### src/rtl/pc_sequencer_if.sv
// Fetch bus and core-side handshake bundle for pc_sequencer.
// master: sequencer side; slave: memory/core side.
interface pc_sequencer_if #(
  parameter int WIDTH = 32,
  parameter int CNT_W = 32
);
  logic             imem_req;
  logic [WIDTH-1:0] imem_addr;
  logic             imem_ready;
  logic             imem_rvalid;
  logic [31:0]      imem_rdata;
  logic             instr_valid;
  logic [31:0]      instr;
  logic [WIDTH-1:0] instr_pc;
  logic             exec_done;
  logic             redirect_valid;
  logic [WIDTH-1:0] redirect_target;
  logic             halt_req;
  logic             resume;
  logic             halted;
  logic             err;
  logic [1:0]       err_cause;
  logic [CNT_W-1:0] retire_count;

  modport master (
    output imem_req,
    output imem_addr,
    input  imem_ready,
    input  imem_rvalid,
    input  imem_rdata,
    output instr_valid,
    output instr,
    output instr_pc,
    input  exec_done,
    input  redirect_valid,
    input  redirect_target,
    input  halt_req,
    input  resume,
    output halted,
    output err,
    output err_cause,
    output retire_count
  );

  modport slave (
    input  imem_req,
    input  imem_addr,
    output imem_ready,
    output imem_rvalid,
    output imem_rdata,
    input  instr_valid,
    input  instr,
    input  instr_pc,
    output exec_done,
    output redirect_valid,
    output redirect_target,
    output halt_req,
    output resume,
    input  halted,
    input  err,
    input  err_cause,
    input  retire_count
  );
endinterface

### src/rtl/pc_sequencer.sv
// PC sequencer: owns the PC, fetches via req/ready + rvalid,
// holds the instruction for the core, selects PC+4 or redirect.
// Ports: clk, reset (async, active-high), bus (pc_sequencer_if.master):
//   imem_* fetch bus, instr_* to core, exec_done/redirect_*,
//   halt_req/resume/halted, err/err_cause, retire_count.
module pc_sequencer #(
  parameter int               WIDTH     = 32,
  parameter logic [WIDTH-1:0] RESET_VEC = '0,
  parameter int               TIMEOUT   = 16,
  parameter int               CNT_W     = 32
) (
  input  logic clk,
  input  logic reset,
  pc_sequencer_if.master bus
);

  localparam int TW = (TIMEOUT > 1) ? $clog2(TIMEOUT) : 1;
  localparam logic [TW-1:0] T_LAST = TW'(TIMEOUT - 1);

  typedef enum logic [2:0] {
    S_BOOT,
    S_REQ,
    S_WAIT,
    S_EXEC,
    S_HALT,
    S_ERR
  } state_e;

  state_e           state_q, state_d;
  logic [WIDTH-1:0] pc_q, pc_d;
  logic [31:0]      instr_q, instr_d;
  logic [WIDTH-1:0] ipc_q, ipc_d;
  logic [CNT_W-1:0] ret_q, ret_d;
  logic [TW-1:0]    tmr_q, tmr_d;
  logic             err_q, err_d;
  logic [1:0]       cause_q, cause_d;
  logic [WIDTH-1:0] tgt;

  always_ff @(posedge clk or posedge reset) begin
    if (reset) begin
      state_q <= S_BOOT;
      pc_q    <= RESET_VEC;
      instr_q <= '0;
      ipc_q   <= '0;
      ret_q   <= '0;
      tmr_q   <= '0;
      err_q   <= 1'b0;
      cause_q <= 2'b00;
    end else begin
      state_q <= state_d;
      pc_q    <= pc_d;
      instr_q <= instr_d;
      ipc_q   <= ipc_d;
      ret_q   <= ret_d;
      tmr_q   <= tmr_d;
      err_q   <= err_d;
      cause_q <= cause_d;
    end
  end

  // Next PC candidate; the +4 wraps modulo 2^WIDTH.
  assign tgt = bus.redirect_valid ? bus.redirect_target
                                  : pc_q + WIDTH'(4);

  always_comb begin
    state_d = state_q;
    pc_d    = pc_q;
    instr_d = instr_q;
    ipc_d   = ipc_q;
    ret_d   = ret_q;
    tmr_d   = tmr_q;
    err_d   = err_q;
    cause_d = cause_q;
    unique case (state_q)
      S_BOOT: state_d = S_REQ;
      S_REQ: begin
        if (bus.imem_ready) begin
          state_d = S_WAIT;
          tmr_d   = '0;
        end
      end
      S_WAIT: begin
        // A response in the last allowed cycle still wins.
        if (bus.imem_rvalid) begin
          instr_d = bus.imem_rdata;
          ipc_d   = pc_q;
          state_d = S_EXEC;
        end else if (tmr_q == T_LAST) begin
          state_d = S_ERR;
          err_d   = 1'b1;
          cause_d = 2'b10;
        end else begin
          tmr_d = tmr_q + TW'(1);
        end
      end
      S_EXEC: begin
        if (bus.exec_done) begin
          if (tgt[1:0] != 2'b00) begin
            state_d = S_ERR;
            err_d   = 1'b1;
            cause_d = 2'b01;
          end else begin
            pc_d    = tgt;
            ret_d   = ret_q + CNT_W'(1);
            state_d = bus.halt_req ? S_HALT : S_REQ;
          end
        end
      end
      S_HALT: begin
        if (bus.resume) state_d = S_REQ;
      end
      S_ERR: state_d = S_ERR;
      default: state_d = S_ERR;
    endcase
  end

  assign bus.imem_req     = (state_q == S_REQ);
  assign bus.imem_addr    = pc_q;
  assign bus.instr_valid  = (state_q == S_EXEC);
  assign bus.instr        = instr_q;
  assign bus.instr_pc     = ipc_q;
  assign bus.halted       = (state_q == S_HALT);
  assign bus.err          = err_q;
  assign bus.err_cause    = cause_q;
  assign bus.retire_count = ret_q;

endmodule
### src/flat_wrapper.sv
// flat-port wrapper written by rule: the top's interface ports become plain ports
module pc_sequencer_flat 
#(
  parameter int               WIDTH     = 32,
  parameter logic [WIDTH-1:0] RESET_VEC = '0,
  parameter int               TIMEOUT   = 16,
  parameter int               CNT_W     = 32
)
  (clk, reset, bus_imem_req, bus_imem_addr, bus_imem_ready, bus_imem_rvalid, bus_imem_rdata, bus_instr_valid, bus_instr, bus_instr_pc, bus_exec_done, bus_redirect_valid, bus_redirect_target, bus_halt_req, bus_resume, bus_halted, bus_err, bus_err_cause, bus_retire_count);
  pc_sequencer_if #(.WIDTH(WIDTH), .CNT_W(CNT_W)) bus_i ();
  input  logic clk;
  input  logic reset;
  output wire logic [$bits(bus_i.imem_req)-1:0] bus_imem_req;
  output wire logic [$bits(bus_i.imem_addr)-1:0] bus_imem_addr;
  input wire logic [$bits(bus_i.imem_ready)-1:0] bus_imem_ready;
  input wire logic [$bits(bus_i.imem_rvalid)-1:0] bus_imem_rvalid;
  input wire logic [$bits(bus_i.imem_rdata)-1:0] bus_imem_rdata;
  output wire logic [$bits(bus_i.instr_valid)-1:0] bus_instr_valid;
  output wire logic [$bits(bus_i.instr)-1:0] bus_instr;
  output wire logic [$bits(bus_i.instr_pc)-1:0] bus_instr_pc;
  input wire logic [$bits(bus_i.exec_done)-1:0] bus_exec_done;
  input wire logic [$bits(bus_i.redirect_valid)-1:0] bus_redirect_valid;
  input wire logic [$bits(bus_i.redirect_target)-1:0] bus_redirect_target;
  input wire logic [$bits(bus_i.halt_req)-1:0] bus_halt_req;
  input wire logic [$bits(bus_i.resume)-1:0] bus_resume;
  output wire logic [$bits(bus_i.halted)-1:0] bus_halted;
  output wire logic [$bits(bus_i.err)-1:0] bus_err;
  output wire logic [$bits(bus_i.err_cause)-1:0] bus_err_cause;
  output wire logic [$bits(bus_i.retire_count)-1:0] bus_retire_count;
  assign bus_imem_req = bus_i.imem_req;
  assign bus_imem_addr = bus_i.imem_addr;
  assign bus_i.imem_ready = bus_imem_ready;
  assign bus_i.imem_rvalid = bus_imem_rvalid;
  assign bus_i.imem_rdata = bus_imem_rdata;
  assign bus_instr_valid = bus_i.instr_valid;
  assign bus_instr = bus_i.instr;
  assign bus_instr_pc = bus_i.instr_pc;
  assign bus_i.exec_done = bus_exec_done;
  assign bus_i.redirect_valid = bus_redirect_valid;
  assign bus_i.redirect_target = bus_redirect_target;
  assign bus_i.halt_req = bus_halt_req;
  assign bus_i.resume = bus_resume;
  assign bus_halted = bus_i.halted;
  assign bus_err = bus_i.err;
  assign bus_err_cause = bus_i.err_cause;
  assign bus_retire_count = bus_i.retire_count;
  pc_sequencer #(.WIDTH(WIDTH), .RESET_VEC(RESET_VEC), .TIMEOUT(TIMEOUT), .CNT_W(CNT_W)) u_core (.clk(clk), .reset(reset), .bus(bus_i));
endmodule
### config.mk
export PLATFORM = sky130hd
export DESIGN_NAME = pc_sequencer_flat
export DESIGN_NICKNAME = d
export VERILOG_FILES = /design/src/rtl/pc_sequencer_if.sv /design/src/rtl/pc_sequencer.sv /design/src/flat_wrapper.sv
export SDC_FILE = /design/constraint.sdc
export NUM_CORES = 1
export LEC_CHECK = 0
export BUFFER_PORTS_ARGS = -buffer_cell sky130_fd_sc_hd__buf_2
export CAP_MARGIN = 20
export CORE_UTILIZATION = 35
export DETAILED_ROUTE_END_ITERATION = 6
export GPL_TIMING_DRIVEN = 0
export PLACE_DENSITY_LB_ADDON = 0.15
export SYNTH_ARGS = -nofsm -noshare
export SYNTH_HDL_FRONTEND = slang
export SYNTH_SLANG_ARGS = --single-unit
### constraint.sdc
create_clock -name clk -period 7.2 [get_ports clk]
set_clock_uncertainty 0.1 [all_clocks]
set_input_delay 1.44 -clock clk [delete_from_list [all_inputs] [get_ports clk]]
set_output_delay 1.44 -clock clk [all_outputs]
set_load 0.03 [all_outputs]
Word-level counts from Yosys, hierarchy flattened:

Cells that the tools add are included.

* add/subtract/negate cells: 3
* equality and inequality tests: 13
* multiplexer cells: 23
* bitwise gates (word level): 1
* reductions and logical operators: 9

Operator list (count)
* $add A32 B1 Y32 const B: 1
* $add A32 B3 Y32 const B: 1
* $mux W32: 1
* $mux W3: 7
* $pmux W3 S5: 1
* $mux W4: 3
* $mux W2: 4
* $ne A2 B1 Y1 const B: 4
* $pmux W4 S2: 1
* $reduce_and A4 Y1: 2
* $eq A3 B2 Y1 const B: 2
* $ne A2 B2 Y1 const B: 3
* $reduce_bool A2 Y1: 3
* $reduce_and A5 Y1: 1
* $add A4 B1 Y4 const B: 1
* $eq A4 B4 Y1 const B: 1
* $mux W1: 4
* $pmux W2 S2: 1
* $eq A3 B1 Y1 const B: 1
* $eq A3 B3 Y1 const B: 1
* $logic_not A3 Y1: 1
* $ne A3 B2 Y1 const B: 1
* $reduce_and A3 Y1: 1
* $pmux W1 S2: 1
* other kinds (2): 2

* bits in registers: 138
* output and inout bits: 134
* word-level logic and storage cells: 57

Longest topological paths before layout:

Gate-level depths: netlist of run 1.

* depth after elaboration: 6
* depth in mapped cells: 7
* mapped depth without buffers: 6

Worst setup path before layout of run 1:

No wires, ideal clock.

* path kind: input -> register
* from: in bus_redirect_target[0]
* to: reg u_core.ret_q[17], in the netlist u_core.bus.retire_count[17]
* library setup time: 134 ps
* arrival: 2611 ps
* required time: 6966 ps
* setup slack: 4355 ps
* stages: 5
* path through: nor3b_4 o21ai_2 nor4_4 nand4_1 xnor2_1

* cells in the longest elaborated chain, start to end: 4

RTL lines
* start: declaration: RTL line flat_wrapper.sv:23 `input wire logic [$bits(bus_i.redirect_target)-1:0] bus_redirect_target;`
* $mux W32: RTL line pc_sequencer.sv:62 `assign tgt = bus.redirect_valid ? bus.redirect_target`
* $reduce_bool A2 Y1: RTL line pc_sequencer.sv:98 `if (tgt[1:0] != 2'b00) begin`
* $not A1 Y1 (no source line)
* $reduce_and A3 Y1 (no source line)
* end signal: assignment: RTL line pc_sequencer.sv:54 `ret_q <= ret_d;`
* end: declaration: RTL line pc_sequencer.sv:33 `logic [CNT_W-1:0] ret_q, ret_d;`

Every way passes these cells.
A chain may end at the register's enable or synchronous reset.

Worst setup path after layout of run 1:

* from: reg u_core.state_q[0]
* to: out bus_instr_valid

* cells in the longest elaborated chain, start to end: 1

RTL lines
* start: declaration: RTL line pc_sequencer.sv:29 `state_e state_q, state_d;`
* start signal: assignment: RTL line pc_sequencer.sv:50 `state_q <= state_d;`
* $eq A3 B2 Y1: RTL line pc_sequencer.sv:119 `assign bus.instr_valid = (state_q == S_EXEC);`
* end: declaration: RTL line flat_wrapper.sv:18 `output wire logic [$bits(bus_i.instr_valid)-1:0] bus_instr_valid;`

Every way passes these cells.

==> results of run 1 <==
==> layer usage <==
layer	routed length, µm	global-route usage	vias up
met3	1117	0.04849	24
met4	284	0.07114	0
met1	8360	0.2630	2733
met5	0	0	-
li1	-	-	2595
met2	8901	0.3155	204
==> sequential cells by signal, summed over array words and instances (netlist names) <==
register                 count
u_core.tmr_q                 4
u_core.bus.imem_addr        32
u_core.bus.err               1
u_core.state_q               3
u_core.bus.err_cause         2
u_core.bus.instr            32
u_core.bus.instr_pc         32
u_core.bus.retire_count     32
==> kinds of logic (layout without fill, tap and decap cells) <==
kind of cell / after synthesis / count (layout) / synth area share
xor gates and xnor gates: 31 / 31 / 0.04191
adders and majority gates: 3 / 3 / 0.005794
muxes: 67 / 67 / 0.1159
DFF: 138 / 138 / 0.5330
AOI/OAI and AO/OA: 105 / 105 / 0.1024
other: 0 / 1 / 0
buffers and inverters: 38 / 275 / 0.02395
and+or+nand+nor: 203 / 203 / 0.1771
==> stage by stage <==
| step | power (µW) | util |
|---|---|---|
| 2_1_floorplan | 2070 | - |
| 3_3_place_gp | 2455 | 0.4323 |
| 3_5_place_dp | 2487 | 0.4341 |
| 4_1_cts | 3427 | 0.4686 |
| 5_1_grt | 3574 | 0.4686 |
| 6_report | 3400 | 0.4687 |
==> layout make-up <==
cell class	count	area [µm²]	area share
Clock inverter	13	192.7	0.02281
Sequential cell	138	3453	0.4088
Inverter	9	38.79	0.004591
Tap cell	229	286.5	0.03392
Timing Repair Buffer	206	1054	0.1247
Buffer	29	121.4	0.01437
Clock buffer	18	429.2	0.05080
Multi-Input combinational cell	409	2870	0.3398
Antenna cell	1	2.502	0.0002962
==> final timing paths <==
path | from | endpoint | depth (start not counted)
worst min register to register | u_core.bus.retire_count[31] | u_core.bus.retire_count[31] | 1
worst min-delay path | u_core.bus.retire_count[31] | u_core.bus.retire_count[31] | 1
worst max-delay path | u_core.state_q[0] | bus_instr_valid | 4
max in group asynchronous | reset | u_core.bus.imem_addr[16] | 3
worst max register to register | u_core.bus.imem_addr[0] | u_core.bus.retire_count[25] | 5
min in group asynchronous | reset | u_core.bus.instr[18] | 2
==> power by group through the flow <==
stage                     registers [µW]  logic, µW  clock network, µW
final                               1210       1260                931
after global routing                1250       1340                983
after CTS                           1210       1270                947
after detailed placement            1220       1270                  0
after global placement              1210       1250                  0
after floorplan                     1630        440                  0
==> placed cells by master, fill, tap and decap left out, drive strengths merged, types with 3 or more instances in the layout <==
cell type / netlist / routed
nor3: 14 / 14
nand2: 50 / 50
inv: 9 / 13
mux2i: 3 / 3
a31oi: 3 / 3
a311oi: 3 / 3
ha: 3 / 3
or3: 9 / 9
clkinv: 0 / 3
nand3: 33 / 33
o22ai: 4 / 4
buf: 10 / 216
o21bai: 3 / 3
a22oi: 6 / 6
nor4: 10 / 10
nor2: 29 / 29
bufinv: 0 / 4
and3: 13 / 13
a211oi: 4 / 4
nand2b: 4 / 4
o21ai: 36 / 36
clkbuf: 19 / 37
a21oi: 24 / 24
nor4b: 3 / 3
nand4: 16 / 16
mux2: 64 / 64
nor3b: 3 / 3
xnor2: 25 / 25
xor2: 6 / 6
and4: 7 / 7
and2: 6 / 6
dfrtp: 138 / 138
==> flow_metrics.tcl, run 1 <==
set metrics [dict create \
    status "completed" \
    setup_ws_ns 4.066 \
    p_seq_frac 0.355 \
    instances_no_fill 1052 \
    clk_latency_ns 0.42 \
    grt_max_degree 92 \
    setup_viol 0 \
    synth_common_cells "dfrtp_1 (138), mux2_2 (64), nand2_1 (50)" \
    comb_power_share 0.371 \
    ant_nets 0 \
    synthCells 585 \
    drc 0 \
    cts_resized 0 \
    dp_cells 1020 \
    synthTopCellsByArea "dfrtp_1 (53%), mux2_2 (11%), xnor2_1 (3.4%), nand2_1 (2.9%), o21ai_0 (2.5%)" \
    pwr-share-clk 0.274 \
    hold_slack_ns 0.3723 \
    finalHoldViolCount 0 \
    critPathMaxFanout 10 \
    wl_per_cell_um 17.74 \
    grt_pass1_vias 5482 \
    setup_tns_ns 0 \
    worstSetupPathType "flip-flop to primary output" \
    wirelength_um 18660 \
    cpLargestDelayFamily "buffers and inverters" \
    yosysMostFrequentCell "dfrtp_1" \
    cts_tree "done" \
    port_buffers 205 \
    crit_slowest_cell "dfrtp_1" \
    ys_warn_count 0 \
    synth.distinct_cells 59 \
    num-fill-cells 1739 \
    clk_pin_slew_worst_paths_ns 0.06 \
    cts.path.max_buffers 2 \
    syn-mean-instance-area_um2 11.07 \
    max-slew-margin-rel 0.5180 \
    p_sw_uw 1389 \
    required_ns 5.66 \
    crit_arrival_ns 1.59 \
    ctsHoldBuffers 0 \
    numCtsBuffers 17 \
    vias_per_cell 5.281 \
    rsz0062_at_grt "no" \
    cp_num_buf_inv 2 \
    peakVddDrop_v 0.0002229 \
    worstPathCellList "clkbuf_1, nand2_1, nor2_1, buf_2" \
    timing.final.crit_share 0.4352 \
    antenna_found_initial 1 \
    synth-seq-cells 138 \
    area_growth_pct 30.40 \
    ys_async_sr_fraction 1.000 \
    drive_gt1_frac 0.3954 \
    rows 49 \
    gp_congestion 0.8681 \
    design_area_mm2 0.008448 \
    cts_setup_buffers 0 \
    initialDrtViolationCount 342 \
    critPathLaunchType "flip-flop" \
    drt_first_pass_iters 5 \
    p_int_uw 2011 \
    core_mm2 0.01802 \
    dpl_cell_area_mm2 0.007824 \
    die_w_um 138.1 \
    dpl_worst_slack_ns 3.654 \
    grt_pass1_wl_um 29880 \
    p_per_area_mw_per_mm2 402.5 \
    pin_count 206 \
    synth_top_area_share 0.5330 \
    cts_htree_levels 4 \
    leakage_uw 0.004108 \
    grt_overflow 0 \
    synth_enable_flop_cells 0 \
    synthFlopType "dfrtp_1" \
    worstMarginPinSlew_ns 0.7231 \
    die_y_um 138.1 \
    syn_nets 660 \
    die_area_mm2 0.01906 \
    period_minus_slack_ns 3.134 \
    cp-end-kind "primary output" \
    initial_core_util 0.3594 \
    vias 5556 \
    synth_area_leader_cell "dfrtp_1" \
    cp_slowest_stage_delay_ns 0.45 \
    cts_sinks 138 \
    min_path_type "flip-flop to flip-flop" \
    switching_share 0.4086 \
    syn_area_mm2 0.006479 \
    cts-root-buf "clkbuf_16" \
    nets 885 \
    drv_cap 0 \
    r2r_slack_ns 4.82 \
    grtUsageTotal 0.1985 \
    hpwl_um 13550 \
    drv_slew 0 \
    max_freq_mhz 319.1 \
    yosysSeqAreaShare 0.5330 \
]
No activity file was read; power rests on OpenSTA's default activity.
==> run 2: changes to the inputs <==
==> constraint.sdc (replaced) <==
create_clock -name clk -period 2.7 [get_ports clk]
set_clock_uncertainty 0.1 [all_clocks]
set_input_delay 0.54 -clock clk [delete_from_list [all_inputs] [get_ports clk]]
set_output_delay 0.54 -clock clk [all_outputs]
set_load 0.03 [all_outputs]
==> run 2 against run 1 <==
Flip-flop and latch count unchanged. Via count about the same. Count of clock-buffer cells in the layout up 3. Critical endpoint is now u_core.bus.instr_pc[26]. Combinational power rose to 2.7 times the previous value.
==> flow_metrics.tcl, run 2 (same netlist as run 1, synthesis figures left out) <==
set metrics [dict create \
    area_growth_pct 30.75 \
    worstSetupPathType "flip-flop to flip-flop" \
    required_ns 2.90 \
    dpl_cell_area_mm2 0.007875 \
    drt_first_pass_iters 5 \
    grtUsageTotal 0.2025 \
    hold_slack_ns 0.03930 \
    die_w_um 138.1 \
    drv_slew 0 \
    grt_pass1_vias 5582 \
    rsz0062_at_grt "no" \
    leakage_uw 0.004116 \
    cts_sinks 138 \
    p_per_area_mw_per_mm2 1053 \
    cts.path.max_buffers 2 \
    instances_no_fill 1057 \
    pin_count 206 \
    initial_core_util 0.3594 \
    nets 888 \
    max-slew-margin-rel 0.5155 \
    drive_gt1_frac 0.3983 \
    setup_ws_ns 0.2629 \
    core_mm2 0.01802 \
    max_freq_mhz 410.3 \
    dpl_worst_slack_ns 0.07195 \
    reg2reg_depth 6 \
    crit_arrival_ns 2.63 \
    cts_tree "done" \
    vias 5557 \
    clk_pin_slew_worst_paths_ns 0.06 \
    die_area_mm2 0.01906 \
    status "completed" \
    grt_overflow 0 \
    gp_congestion 0.8590 \
    cp-end-kind "flip-flop" \
    cts_setup_buffers 0 \
    cts-root-buf "clkbuf_16" \
    numCtsBuffers 17 \
    peakVddDrop_v 0.0006615 \
    antenna_found_initial 1 \
    dp_cells 1023 \
    ctsHoldBuffers 0 \
    design_area_mm2 0.008471 \
    min_path_type "input port to async pin" \
    clk_latency_ns 0.42 \
    wl_per_cell_um 17.70 \
    cts_resized 0 \
    port_buffers 205 \
    ant_nets 0 \
    drc 0 \
    drv_cap 0 \
    finalHoldViolCount 0 \
    grt_pass1_wl_um 30610 \
    die_y_um 138.1 \
    critPathMaxFanout 10 \
    setup_viol 0 \
    vias_per_cell 5.257 \
    mostFrequentLayoutCells "buf_2 (215), dfrtp_1 (138), mux2_2 (64)" \
    timing.final.crit_share 0.9026 \
    initialDrtViolationCount 318 \
    rows 49 \
    layout_commonest_cell "buf_2" \
    critPathLaunchType "flip-flop" \
    cts_htree_levels 4 \
    setup_tns_ns 0 \
    period_minus_slack_ns 2.437 \
    wirelength_um 18710 \
    grt_max_degree 38 \
    hpwl_um 13860 \
    worstMarginPinSlew_ns 0.7268 \
]
run 2: cell types whose count changed in the layout (fill, tap and decap cells not counted), sizes merged:
cell | previous run | this run
clkinv | 3 | 6
clkinvlp | 2 | 4
buf | 216 | 219
diode | 1 | 2
inv | 13 | 8
clkbuf | 37 | 40
bufinv | 4 | 2
run 2: power by group:
part           switching, µW  internal, µW
Sequential               538          2690
Clock                    897          1430
Combinational           2240          1130
run 2: critical path: stages (launching register included):
cell and delay (ns):
dfrtp_1 0.36, buf_2 0.17, nor2_1 0.17, and3_1 0.19, clkbuf_1 0.56, buf_2 0.40, mux2_2 0.37
run 2: stage by stage:
stage / utilization / power [µW]
floorplan: - / 5521
global placement: 0.4325 / 6551
detailed placement: 0.4369 / 6642
CTS: 0.4697 / 9006
global route: 0.4697 / 9421
finish: 0.4699 / 8922
run 2: final timing paths:
path                                             start                     endpoint  slack, ns
max                                  u_core.state_q[2]      u_core.bus.instr_pc[26]       0.26
min                                              reset         u_core.bus.instr[25]       0.04
max reg2reg                          u_core.state_q[2]      u_core.bus.instr_pc[26]       0.26
min reg2reg                u_core.bus.retire_count[31]  u_core.bus.retire_count[31]       0.37
max in group asynchronous                        reset              u_core.tmr_q[2]       1.44
min in group clk                    bus_imem_rdata[26]         u_core.bus.instr[26]       0.25
run 2: layout make-up:
class / instances / area (µm²)
Fill cell: 1737 / 9554
Sequential cell: 138 / 3453
Multi-Input combinational cell: 409 / 2870
Timing Repair Buffer: 209 / 1106
Clock buffer: 21 / 470.5
Tap cell: 229 / 286.5
Buffer: 29 / 121.4
Clock inverter: 11 / 120.1
Inverter: 9 / 37.54
Antenna cell: 2 / 5.005
run 2: metal layers:
layer | track usage | routed length (µm) | vias to the layer above
met3 | 0.05819 | 1142 | 21
met4 | 0.05610 | 216 | 0
met5 | 0 | 0 | -
met1 | 0.2660 | 8210 | 2731
li1 | - | - | 2605
met2 | 0.3253 | 9139 | 200
==> run 3: changes to the inputs <==
--- a/config.mk
+++ b/config.mk
@@ -5,10 +5,10 @@
 export SDC_FILE = /design/constraint.sdc
 export NUM_CORES = 1
 export LEC_CHECK = 0
-export BUFFER_PORTS_ARGS = -buffer_cell sky130_fd_sc_hd__buf_2
 export CAP_MARGIN = 20
 export CORE_UTILIZATION = 35
 export DETAILED_ROUTE_END_ITERATION = 6
+export DONT_BUFFER_PORTS = 1
 export GPL_TIMING_DRIVEN = 0
 export PLACE_DENSITY_LB_ADDON = 0.15
 export SYNTH_ARGS = -nofsm -noshare
==> run 3 against run 2 <==
Register-to-register slack got worse by 0.12 ns. Critical path depth decreased by 1. Maximum frequency decreased by 4.6%. Combinational power decreased by 57%. First-iteration DRC count decreased by 18%. Worst setup slack got worse by 0.12 ns. Largest cell class unchanged. Clock power about the same. Count of clock-buffer cells in the layout decreased by 3. Sequential share of layout area increased by 5.7 points. Wire length decreased by 2.4%. Cell count decreased by 20%. Highest routed layer is now met5. Sequential power increased by 41%.
==> flow_metrics.tcl, run 3 (same netlist as run 1, synthesis figures left out) <==
set metrics [dict create \
    status "completed" \
    finalHoldViolCount 0 \
    wirelength_um 18260 \
    critPathMaxFanout 10 \
    p_int_uw 4728 \
    p_sw_uw 3625 \
    switching_share 0.4340 \
    die_area_mm2 0.01906 \
    clk_pin_slew_worst_paths_ns 0.06 \
    worstPathCellList "nor3_2, o21ai_2, clkbuf_1, buf_2, o21ai_0" \
    cp_slowest_stage_delay_ns 0.61 \
    grt_pass1_wl_um 28580 \
    cts_htree_levels 4 \
    diodes 0 \
    core_mm2 0.01802 \
    hpwl_um 13330 \
    rows 49 \
    wl_per_cell_um 21.48 \
    pin_count 206 \
    cts_sinks 138 \
    cts-root-buf "clkbuf_16" \
    crit_slowest_cell "dfrtp_1" \
    drv_slew 0 \
    critPathLaunchType "flip-flop" \
    grtUsageTotal 0.1945 \
    fin_util 0.4125 \
    drv_cap 0 \
    leakage_uw 0.003196 \
    grt_max_degree 40 \
    drc 0 \
    dp_cells 817 \
    port_buffers 0 \
    p_seq_frac 0.545 \
    peakVddDrop_v 0.0004847 \
    crit_arrival_ns 2.74 \
    mostFrequentLayoutCells "dfrtp_1 (138), mux2_2 (64), nand2_1 (50)" \
    layout_commonest_cell "dfrtp_1" \
    instances_no_fill 850 \
    pwr-share-clk 0.281 \
    cts.path.max_buffers 2 \
    rsz0062_at_grt "no" \
    reg2reg_depth 5 \
    grt_pass1_vias 4876 \
    clk_latency_ns 0.42 \
    timing.final.crit_share 0.9461 \
    worstMarginPinSlew_ns 0.7591 \
    period_minus_slack_ns 2.554 \
    cp-end-kind "flip-flop" \
    p_per_area_mw_per_mm2 1123 \
    vias_per_cell 5.686 \
    max-slew-margin-rel 0.4939 \
    min_path_type "input port to flip-flop" \
    initialDrtViolationCount 260 \
    required_ns 2.88 \
    whs_path_depth 1 \
    ant_nets 0 \
    gp_congestion 0.7930 \
    initial_core_util 0.3594 \
    cts_tree "done" \
    vias 4833 \
    comb_power_share 0.173 \
    nets 683 \
    die_y_um 138.1 \
    antenna_found_initial 1 \
    numCtsBuffers 17 \
    design_area_mm2 0.007436 \
    dpl_cell_area_mm2 0.006829 \
    total_power_uw 8352 \
    worstSetupPathType "flip-flop to flip-flop" \
    setup_viol 0 \
    drt_first_pass_iters 5 \
    die_w_um 138.1 \
    hold_slack_ns 0.1664 \
    grt_overflow 0 \
    max_freq_mhz 391.5 \
    drive_gt1_frac 0.1981 \
    area_growth_pct 14.77 \
]
-- run 3: cell count changes in the layout (fill, tap and decap cells not counted), sizes merged --
cell,delta
diode,-2
clkinv,-5
inv,+6
clkbuf,-3
buf,-206
dlygate4sd3,+1
clkinvlp,+2
-- run 3: what timing repair did --
item                                    4_1_cts  5_1_grt
hold buffers                                  1        0
setup buffers                                 0        0
gates resized for setup                       0        1
endpoints found under the setup margin        0        8
hold endpoints to repair                     15        0
-- run 3: layer usage --
metal  track usage  share of wire  wire, µm  up-vias
met5             0        0.00071        13        -
met4       0.06709         0.0094       171        2
met3       0.07482          0.091      1656       14
met2        0.3092           0.48      8826      210
met1        0.2409           0.42      7590     2425
li1              -              -         -     2182
-- run 3: worst paths after layout --
path,from,end,slack (ns)
worst min register to register,u_core.tmr_q[1],u_core.tmr_q[1],0.42
worst max register to register,u_core.bus.imem_addr[1],u_core.bus.imem_addr[4],0.15
worst max-delay path,u_core.bus.imem_addr[1],u_core.bus.imem_addr[4],0.15
min in group asynchronous,reset,u_core.bus.instr[26],0.61
max in group asynchronous,reset,u_core.bus.imem_addr[20],0.99
worst min-delay path,bus_imem_rdata[11],u_core.bus.instr[11],0.17
-- run 3: layout make-up --
class	count	area (µm²)
plain buffers	29	121.4
fillers	1763	10590
clock inverters	14	161.4
multi-input cells	409	2877
clock buffers	18	429.2
repair buffers	4	70.07
flip-flops and latches	138	3453
inverters	9	37.54
well taps	229	286.5
-- run 3: through the flow --
step / setup TNS, ns / worst slack (ns)
floorplan: 0 / 0.3389
finish: 0 / 0.1456
global placement: -57.35 / -0.4272
CTS: 0 / 0.1155
detailed placement: 0 / 0.1206
global route: 0 / 0.009271
-- run 3: critical path, delay by kind of cell, from the launching register on --
kind                   cells  cell delay (ns)
AO/OA/AOI/OAI              2             0.66
buffers and inverters      2             0.86
flip-flops                 1             0.61
AND/OR/NAND/NOR            1             0.18
-- run 3: power by group through the flow --
stage | Combinational, µW | Sequential [µW] | Clock (µW)
2_1_floorplan | 1170 | 4350 | 0
3_3_place_gp | 1380 | 4590 | 0
3_5_place_dp | 1450 | 4610 | 0
4_1_cts | 1460 | 4570 | 2420
5_1_grt | 1610 | 4660 | 2500
6_report | 1450 | 4560 | 2350
